### src/rtl/nuart_pkg.sv
// Shared types and helpers for the nuart receiver family.
package nuart_pkg;
  typedef enum logic [2:0] {
    ST_IDLE, ST_START, ST_DATA, ST_PARITY, ST_STOP, ST_WRITE
  } nuart_state_e;

  localparam int NUART_PAR_NONE = 0;
  localparam int NUART_PAR_EVEN = 1;
  localparam int NUART_PAR_ODD  = 2;

  // Expected parity bit given the XOR of the data bits.
  function automatic logic nuart_par_bit(input int mode, input logic dxor);
    return (mode == NUART_PAR_ODD) ? ~dxor : dxor;
  endfunction
endpackage

### src/rtl/nuart_rx_sync.sv
// Two-flop synchroniser with falling-edge detect; also used on the TX CTS input.
module nuart_rx_sync (
  input  logic clk_i,
  input  logic rst_n_i,
  input  logic d,
  output logic q,
  output logic fall
);
  logic [1:0] ff;
  logic       prev;

  always_ff @(posedge clk_i or negedge rst_n_i) begin
    if (!rst_n_i) begin
      ff   <= 2'b11;
      prev <= 1'b1;
    end else begin
      ff   <= {ff[0], d};
      prev <= ff[1];
    end
  end

  assign q    = ff[1];
  assign fall = prev & ~ff[1];
endmodule

### src/rtl/nuart_rx_p.sv
// Parametrised UART receiver. Define NUART_RX_MAJORITY_EN for 2-of-3 majority
// sampling around each bit's decision point.
module nuart_rx_p
  import nuart_pkg::*;
#(
  parameter int DATA_BITS   = 8,
  parameter int OVS         = 16,
  parameter int PARITY_MODE = 0,
  parameter int STOP_BITS   = 1
) (
  input  logic                 clk_i,
  input  logic                 rst_n_i,
  input  logic                 tick_i,
  input  logic                 rxd_i,
  input  logic                 fifo_full_i,
  output logic                 fifo_wr_o,
  output logic [DATA_BITS-1:0] fifo_data_o,
  output logic                 parity_err_o,
  output logic                 frame_err_o,
  output logic                 overrun_o,
  output logic                 busy_o
);
  localparam int CW = $clog2(OVS);
  localparam int BW = 4;

  nuart_state_e         state, state_nx;
  logic                 rxd_s, fall, samp, rx_bit, in_wr;
  logic [CW-1:0]        cnt;
  logic [BW-1:0]        bcnt;
  logic [DATA_BITS-1:0] sh, data_q;
  logic                 perr, ferr, perr_q, ferr_q;

  nuart_rx_sync u_sync (
    .clk_i  (clk_i),
    .rst_n_i(rst_n_i),
    .d      (rxd_i),
    .q      (rxd_s),
    .fall   (fall)
  );

`ifdef NUART_RX_MAJORITY_EN
  // Decision at the nominal point uses it plus the two preceding tick samples.
  logic [1:0] hist;
  always_ff @(posedge clk_i or negedge rst_n_i) begin
    if (!rst_n_i)    hist <= 2'b11;
    else if (tick_i) hist <= {hist[0], rxd_s};
  end
  assign rx_bit = (hist[1] & hist[0]) | (hist[1] & rxd_s) | (hist[0] & rxd_s);
`else
  assign rx_bit = rxd_s;
`endif

  assign samp = tick_i && (cnt == ((state == ST_START) ? CW'(OVS/2 - 1) : CW'(OVS - 1)));

  always_ff @(posedge clk_i or negedge rst_n_i) begin
    if (!rst_n_i) state <= ST_IDLE;
    else          state <= state_nx;
  end

  always_comb begin
    state_nx = state;
    case (state)
      ST_IDLE:   if (fall) state_nx = ST_START;
      ST_START:  if (samp) state_nx = rx_bit ? ST_IDLE : ST_DATA;
      ST_DATA:   if (samp && bcnt == BW'(DATA_BITS - 1))
                   state_nx = (PARITY_MODE != NUART_PAR_NONE) ? ST_PARITY : ST_STOP;
      ST_PARITY: if (samp) state_nx = ST_STOP;
      ST_STOP:   if (samp && bcnt == BW'(STOP_BITS - 1)) state_nx = ST_WRITE;
      ST_WRITE:  state_nx = ST_IDLE;
      default:   state_nx = ST_IDLE;
    endcase
  end

  // Tick and bit counters; the bit counter is reused for stop bits.
  always_ff @(posedge clk_i or negedge rst_n_i) begin
    if (!rst_n_i) begin
      cnt  <= '0;
      bcnt <= '0;
    end else begin
      if (state == ST_IDLE) cnt <= '0;
      else if (tick_i)      cnt <= samp ? '0 : cnt + 1'b1;
      if (state == ST_IDLE || state == ST_START) bcnt <= '0;
      else if (samp)
        bcnt <= ((state == ST_DATA && bcnt == BW'(DATA_BITS - 1)) || state == ST_PARITY)
                ? '0 : bcnt + 1'b1;
    end
  end

  always_ff @(posedge clk_i or negedge rst_n_i) begin
    if (!rst_n_i) begin
      sh     <= '0;
      perr   <= 1'b0;
      ferr   <= 1'b0;
      data_q <= '0;
      perr_q <= 1'b0;
      ferr_q <= 1'b0;
    end else begin
      if (state == ST_IDLE && fall) begin
        perr <= 1'b0;
        ferr <= 1'b0;
      end
      if (state == ST_DATA && samp) sh <= {rx_bit, sh[DATA_BITS-1:1]};
      if (state == ST_PARITY && samp && rx_bit != nuart_par_bit(PARITY_MODE, ^sh))
        perr <= 1'b1;
      if (state == ST_STOP && samp && !rx_bit) ferr <= 1'b1;
      if (state == ST_WRITE && !fifo_full_i) begin
        data_q <= sh;
        perr_q <= perr;
        ferr_q <= ferr;
      end
    end
  end

  // Live frame values during WRITE, last written character otherwise.
  assign in_wr        = (state == ST_WRITE);
  assign fifo_wr_o    = in_wr && !fifo_full_i;
  assign overrun_o    = in_wr && fifo_full_i;
  assign busy_o       = (state != ST_IDLE);
  assign fifo_data_o  = in_wr ? sh   : data_q;
  assign parity_err_o = in_wr ? perr : perr_q;
  assign frame_err_o  = in_wr ? ferr : ferr_q;
endmodule
### config.mk
export PLATFORM = sky130hd
export DESIGN_NAME = nuart_rx_p
export DESIGN_NICKNAME = d
export VERILOG_FILES = /design/src/rtl/nuart_pkg.sv /design/src/rtl/nuart_rx_sync.sv /design/src/rtl/nuart_rx_p.sv
export SDC_FILE = /design/constraint.sdc
export NUM_CORES = 1
export LEC_CHECK = 0
export ABC_AREA = 1
export BUFFER_PORTS_ARGS = -buffer_cell sky130_fd_sc_hd__buf_2
export CAP_MARGIN = 15
export CORE_MARGIN = 5
export CORE_UTILIZATION = 45
export CTS_CLUSTER_SIZE = 10
export DETAILED_ROUTE_END_ITERATION = 12
export PLACE_DENSITY_LB_ADDON = 0.05
export RECOVER_POWER = 50
export SLEW_MARGIN = 40
export SYNTH_ARGS = -nofsm -noshare
export SYNTH_HDL_FRONTEND = slang
export SYNTH_SLANG_ARGS = --single-unit
### constraint.sdc
create_clock -name clk_i -period 2.3 [get_ports clk_i]
set_input_delay 0.115 -clock clk_i [delete_from_list [all_inputs] [get_ports clk_i]]
set_output_delay 0.115 -clock clk_i [all_outputs]
set_load 0.02 [all_outputs]
Word level (Yosys, flattened, before mapping). Cells that the tools add are included.

$mul: 0. Reductions and logical operators: 25. Shift-type cells: 0. Muxes and demuxes: 20. Add/subtract/negate cells: 2. Magnitude comparators: 0. Divide/modulo/power cells: 0. Bitwise logic cells: 2. Eq/ne operators: 13.

Operators by type and width (number): $mux 4 (7); $mux 3 (5); $pmux 3 s5 (1); $logic_and 1x1->1 (12); $ne 2x2->1 const B (5); $add 4x1->4 const B (2); $mux 8 (1); $reduce_bool 2->1 (4); $reduce_xor 8->1 (1); $eq 3x2->1 const B (2); $eq 3x3->1 const B (2); $mux 1 (5); $reduce_and 5->1 (1); $eq 4x3->1 const B (1); $eq 4x4->1 (1); $logic_not 4->1 (1); $eq 3x1->1 const B (1); $logic_not 3->1 (1); $reduce_bool 3->1 (1); $logic_not 1->1 (2); $logic_or 1x1->1 (2); $mux 2 (1); $and 1x1->1 (1); $ne 1x1->1 (1); $not 1->1 (1).

Bits in writable memories: 0. Memories: 0. Bits in latches: 0. Bits in read-only memories: 0. Word-level logic and storage cells: 73. Flip-flop bits (word level): 34.

Depth between registers and ports, before layout.
Depth after elaboration: 7. Gate-level depth with buffers: 10. Depth with buffers taken out: 10.

Hierarchy. Synthesis repeated with hierarchy kept, for this count alone.

Cell total of the unflattened synthesis: 228. Area total of the unflattened synthesis: 1824.2 um^2.

Modules (own cells, without submodules): nuart_rx_p (sequential area each 775.7 um^2, cells an instance 223, area an instance 1735.4 um^2, times used 1); nuart_rx_sync (sequential area each 78.8 um^2, cells an instance 5, area an instance 88.8 um^2, times used 1).

Worst setup path before layout. Ideal clock, no wire load.

Path kind: reg-to-output. Start: reg state[0]. End: out frame_err_o. Cell stages (with the launch flop): 6. Data arrival time: 1410 ps. Required time: 2185 ps. Path slack: 775 ps. Cells stage by stage: dfrtp_1 inv_1 nor3_1 inv_1 clkbuf_1 o21ai_0.

Cells in the longest elaborated chain, start to end: 2.

Ends and longest elaborated chain: start, declared (RTL line nuart_rx_p.sv:26) `nuart_state_e state, state_nx;`; start signal, assigned (RTL line nuart_rx_p.sv:57) `else state <= state_nx;`; $eq 3x3->1 (RTL line nuart_rx_p.sv:115) `assign in_wr = (state == ST_WRITE);`; $mux 1 (RTL line nuart_rx_p.sv:121) `assign frame_err_o = in_wr ? ferr : ferr_q;`; end, declared (RTL line nuart_rx_p.sv:19) `output logic frame_err_o,`.

No other way between the ends.

Worst setup path in the final report.
Start: reg state[0]. End: out parity_err_o.

Cells in the longest elaborated chain, start to end: 2.

Ends and longest elaborated chain: $eq 3x3->1 (RTL line nuart_rx_p.sv:115); $mux 1 (RTL line nuart_rx_p.sv:120) `assign parity_err_o = in_wr ? perr : perr_q;`; end, declared (RTL line nuart_rx_p.sv:18) `output logic parity_err_o,`.

No other way between the ends.

==> metrics.yaml <==
clocking:
  clk_path_buf_depth: 2
  cts_tree: "done"
  clock_latency_ns: 0.29
  cts_resized: 0
  cts_root_buf: "clkbuf_8"
  ctsHoldBuffers: 2
  cts_buffers: 5
  htreeDepth: 2
  clock-sinks: 34
  post-cts-setup-buffer-count: 0
  clkTransAtPathRegs_ns: 0.07
grt:
  grt_pass1_vias: 1350
  antenna_found_initial: 0
  grt_pass1_wl_um: 6400
  grt_use_total: 0.153
  grt_max_degree: 35
  grt_overflow_total: 0
detailed_routing:
  dr.first_iter.drc_count: 79
  detail_route.vias_per_cell: 4.66
  drc_errors: 0
  wire_per_inst_um: 11.4
  antenna_left: 0
  vias: 1449
  wirelength_um: 3560
  first_pass_iters: 4
setup_path:
  critPathMaxFanout: 12
  worstSetupEndpointType: "primary output"
  cp.arrival_ns: 1.75
  cp_data_required_time_ns: 2.18
  critPathLaunchType: "flip-flop"
  reg2reg_depth: 7
  criticalPathCategory: "reg -> out"
yosys:
  yosys.area_share.simple: 0.293
  syn_nets: 246
  yosys.area.top_type: "dfrtp_1"
  synth_mux_area_frac: 0
  synthXorXnorAreaFrac: 0
  synth_cell_types: 27
  ys_ff_latch: 34
  synth_compound_area_frac: 0.135
  yosysTopAreaCellShare: 0.426
  synthCells: 238
  yosysWarnings: 0
  synth_top_family_by_area: "simple AND/OR/NAND/NOR gates"
  synth_fa_ha_area_frac: 0.0206
  synthesis.area_um2: 1820
  ys_seq_area_frac: 0.470
  synth.area.top_cells: "dfrtp_1 (43%), nand2_1 (17%), inv_1 (6.4%)"
  avgSynthCellArea_um2: 7.64
place:
  gp_congestion: 0.759
  port_buffers: 17
  hpwl_um: 2600
  placed_cells: 301
  dpl_worst_slack_ns: 0.669
  placed_area_um2: 1950
timing:
  post-route-period-util: 0.809
  tightest_slew_ns: 0.847
  report.final.slew_viol_count: 0
  rsz0062_at_grt: "no"
  setup_violations: 0
  fmax_mhz: 537
  fin_skew_ns: 0.00398
  fin_ws_ns: 0.439
  period_needed_ns: 1.86
  hold_violations: 0
  setup_tns_ns: 0
  relSlewSlack: 0.436
layout:
  seqCellArea_um2: 855
  layout_commonest_cell: "nand2_1"
  mostFrequentLayoutCells: "nand2_1 (80), inv_1 (31), dfrtp_1 (31), nor2_1 (17), buf_2 (16)"
  nets: 268
  insertedDiodeCount: 0
  drive_gt1_frac: 0.165
  fillers: 385
  fin_area_um2: 2050
  area_delta_synth_final_pct: 12.9
  fin_cells: 311
  multi_input_area_um2: 808
power:
  power_frac_comb: 0.395
  p_seq_frac: 0.392
  ir_drop_mv: 0.438
  intPower_uw: 1280
  p_sw_frac: 0.412
  power_uw: 2180
  powerDensity_nw_per_um2: 1060
  p_leak_uw: 0.00105
  p_clk_frac: 0.213
  p_switching_uw: 899
floorplanning:
  dieArea_um2: 5410
  die_height_um: 73.6
  die_w_um: 73.6
  rows: 23
  ios: 18
  start_util: 0.458
  core_area_um2: 3970
status:
  status: "completed"
hold_path:
  holdCritPathClass: "in -> reg"
  whs_path_depth: 4
flow_run:
  max_cap_viol_count: 0
[cells by family (layout without fill, tap and decap cells)]
| kind of cell | count (synthesis) | count (layout) |
|---|---|---|
| buffers and inverters | 37 | 60 |
| adders and majority gates | 3 | 3 |
| AOI/OAI and AO/OA | 41 | 41 |
| DFF | 34 | 34 |
| and+or+nand+nor | 123 | 123 |
[path summary, 6_finish.rpt]
path	from	to	slack, ns
min	tick_i	cnt[1]$_DFFE_PN0P_	0.16
max	state[0]$_DFFE_PN0P_	parity_err_o	0.44
max in group asynchronous	rst_n_i	sh[7]$_DFFE_PN0P_	1.31
max reg2reg	state[0]$_DFFE_PN0P_	data_q[2]$_DFFE_PN0P_	0.66
min reg2reg	u_sync.ff[0]$_DFF_PN1_	u_sync.ff[1]$_DFF_PN1_	0.36
min in group asynchronous	rst_n_i	data_q[0]$_DFFE_PN0P_	0.46
[stage by stage]
step	util	hold WS (ns)
after floorplan	-	-0.181
after global placement	0.490	0.221
after detailed placement	0.490	0.222
after CTS	0.519	0.149
after global routing	0.517	0.204
final	0.517	0.155
[worst max-delay path, stage by stage, from the launching register on]
cell and delay, ns:
dfrtp_1 0.44, inv_1 0.10, nor3_1 0.18, inv_1 0.19, buf_4 0.22, o21ai_0 0.15, buf_2 0.19
[area by class of cell]
| cell class | instances | share of cell area |
|---|---|---|
| Sequential cell | 34 | 0.416 |
| Inverter | 32 | 0.0585 |
| Clock buffer | 6 | 0.0402 |
| Clock inverter | 2 | 0.00609 |
| Multi-Input combinational cell | 167 | 0.394 |
| Timing Repair Buffer | 20 | 0.0548 |
| Tap cell | 50 | 0.0305 |
[Yosys cell counts (all sizes together)]
cell,instances
nand2,82
inv,32
o21ai,32
dfrtp,31
nor2,19
nand3,14
a21oi,6
nand4,5
buf,3
dfstp,3
ha,3
clkbuf,2
nor3,2
nor3b,1
o21bai,1
o22ai,1
o31ai,1
[sequential cells by signal, summed over array words and instances, names as in the netlist]
name / cells
u_sync.prev: 1
state: 3
u_sync.ff: 2
ferr: 1
bcnt: 4
ferr_q: 1
perr_q: 1
cnt: 4
data_q: 8
sh: 8
perr: 1
[layer usage]
metal  track usage  vias to the layer above  share of wire
li1              -                      798              -
met2         0.201                       20           0.38
met4        0.0604                        0          0.018
met1         0.234                      624           0.56
met3        0.0424                        7          0.048
met5             0                        -              0
[power by group through the flow]
stage	logic, µW	registers, µW	clock network [µW]
5_1_grt	992	874	502
6_report	862	854	464
2_1_floorplan	661	847	0
4_1_cts	885	862	483
3_3_place_gp	885	869	0
3_5_place_dp	878	873	0
No activity file was read; power rests on OpenSTA's default activity.
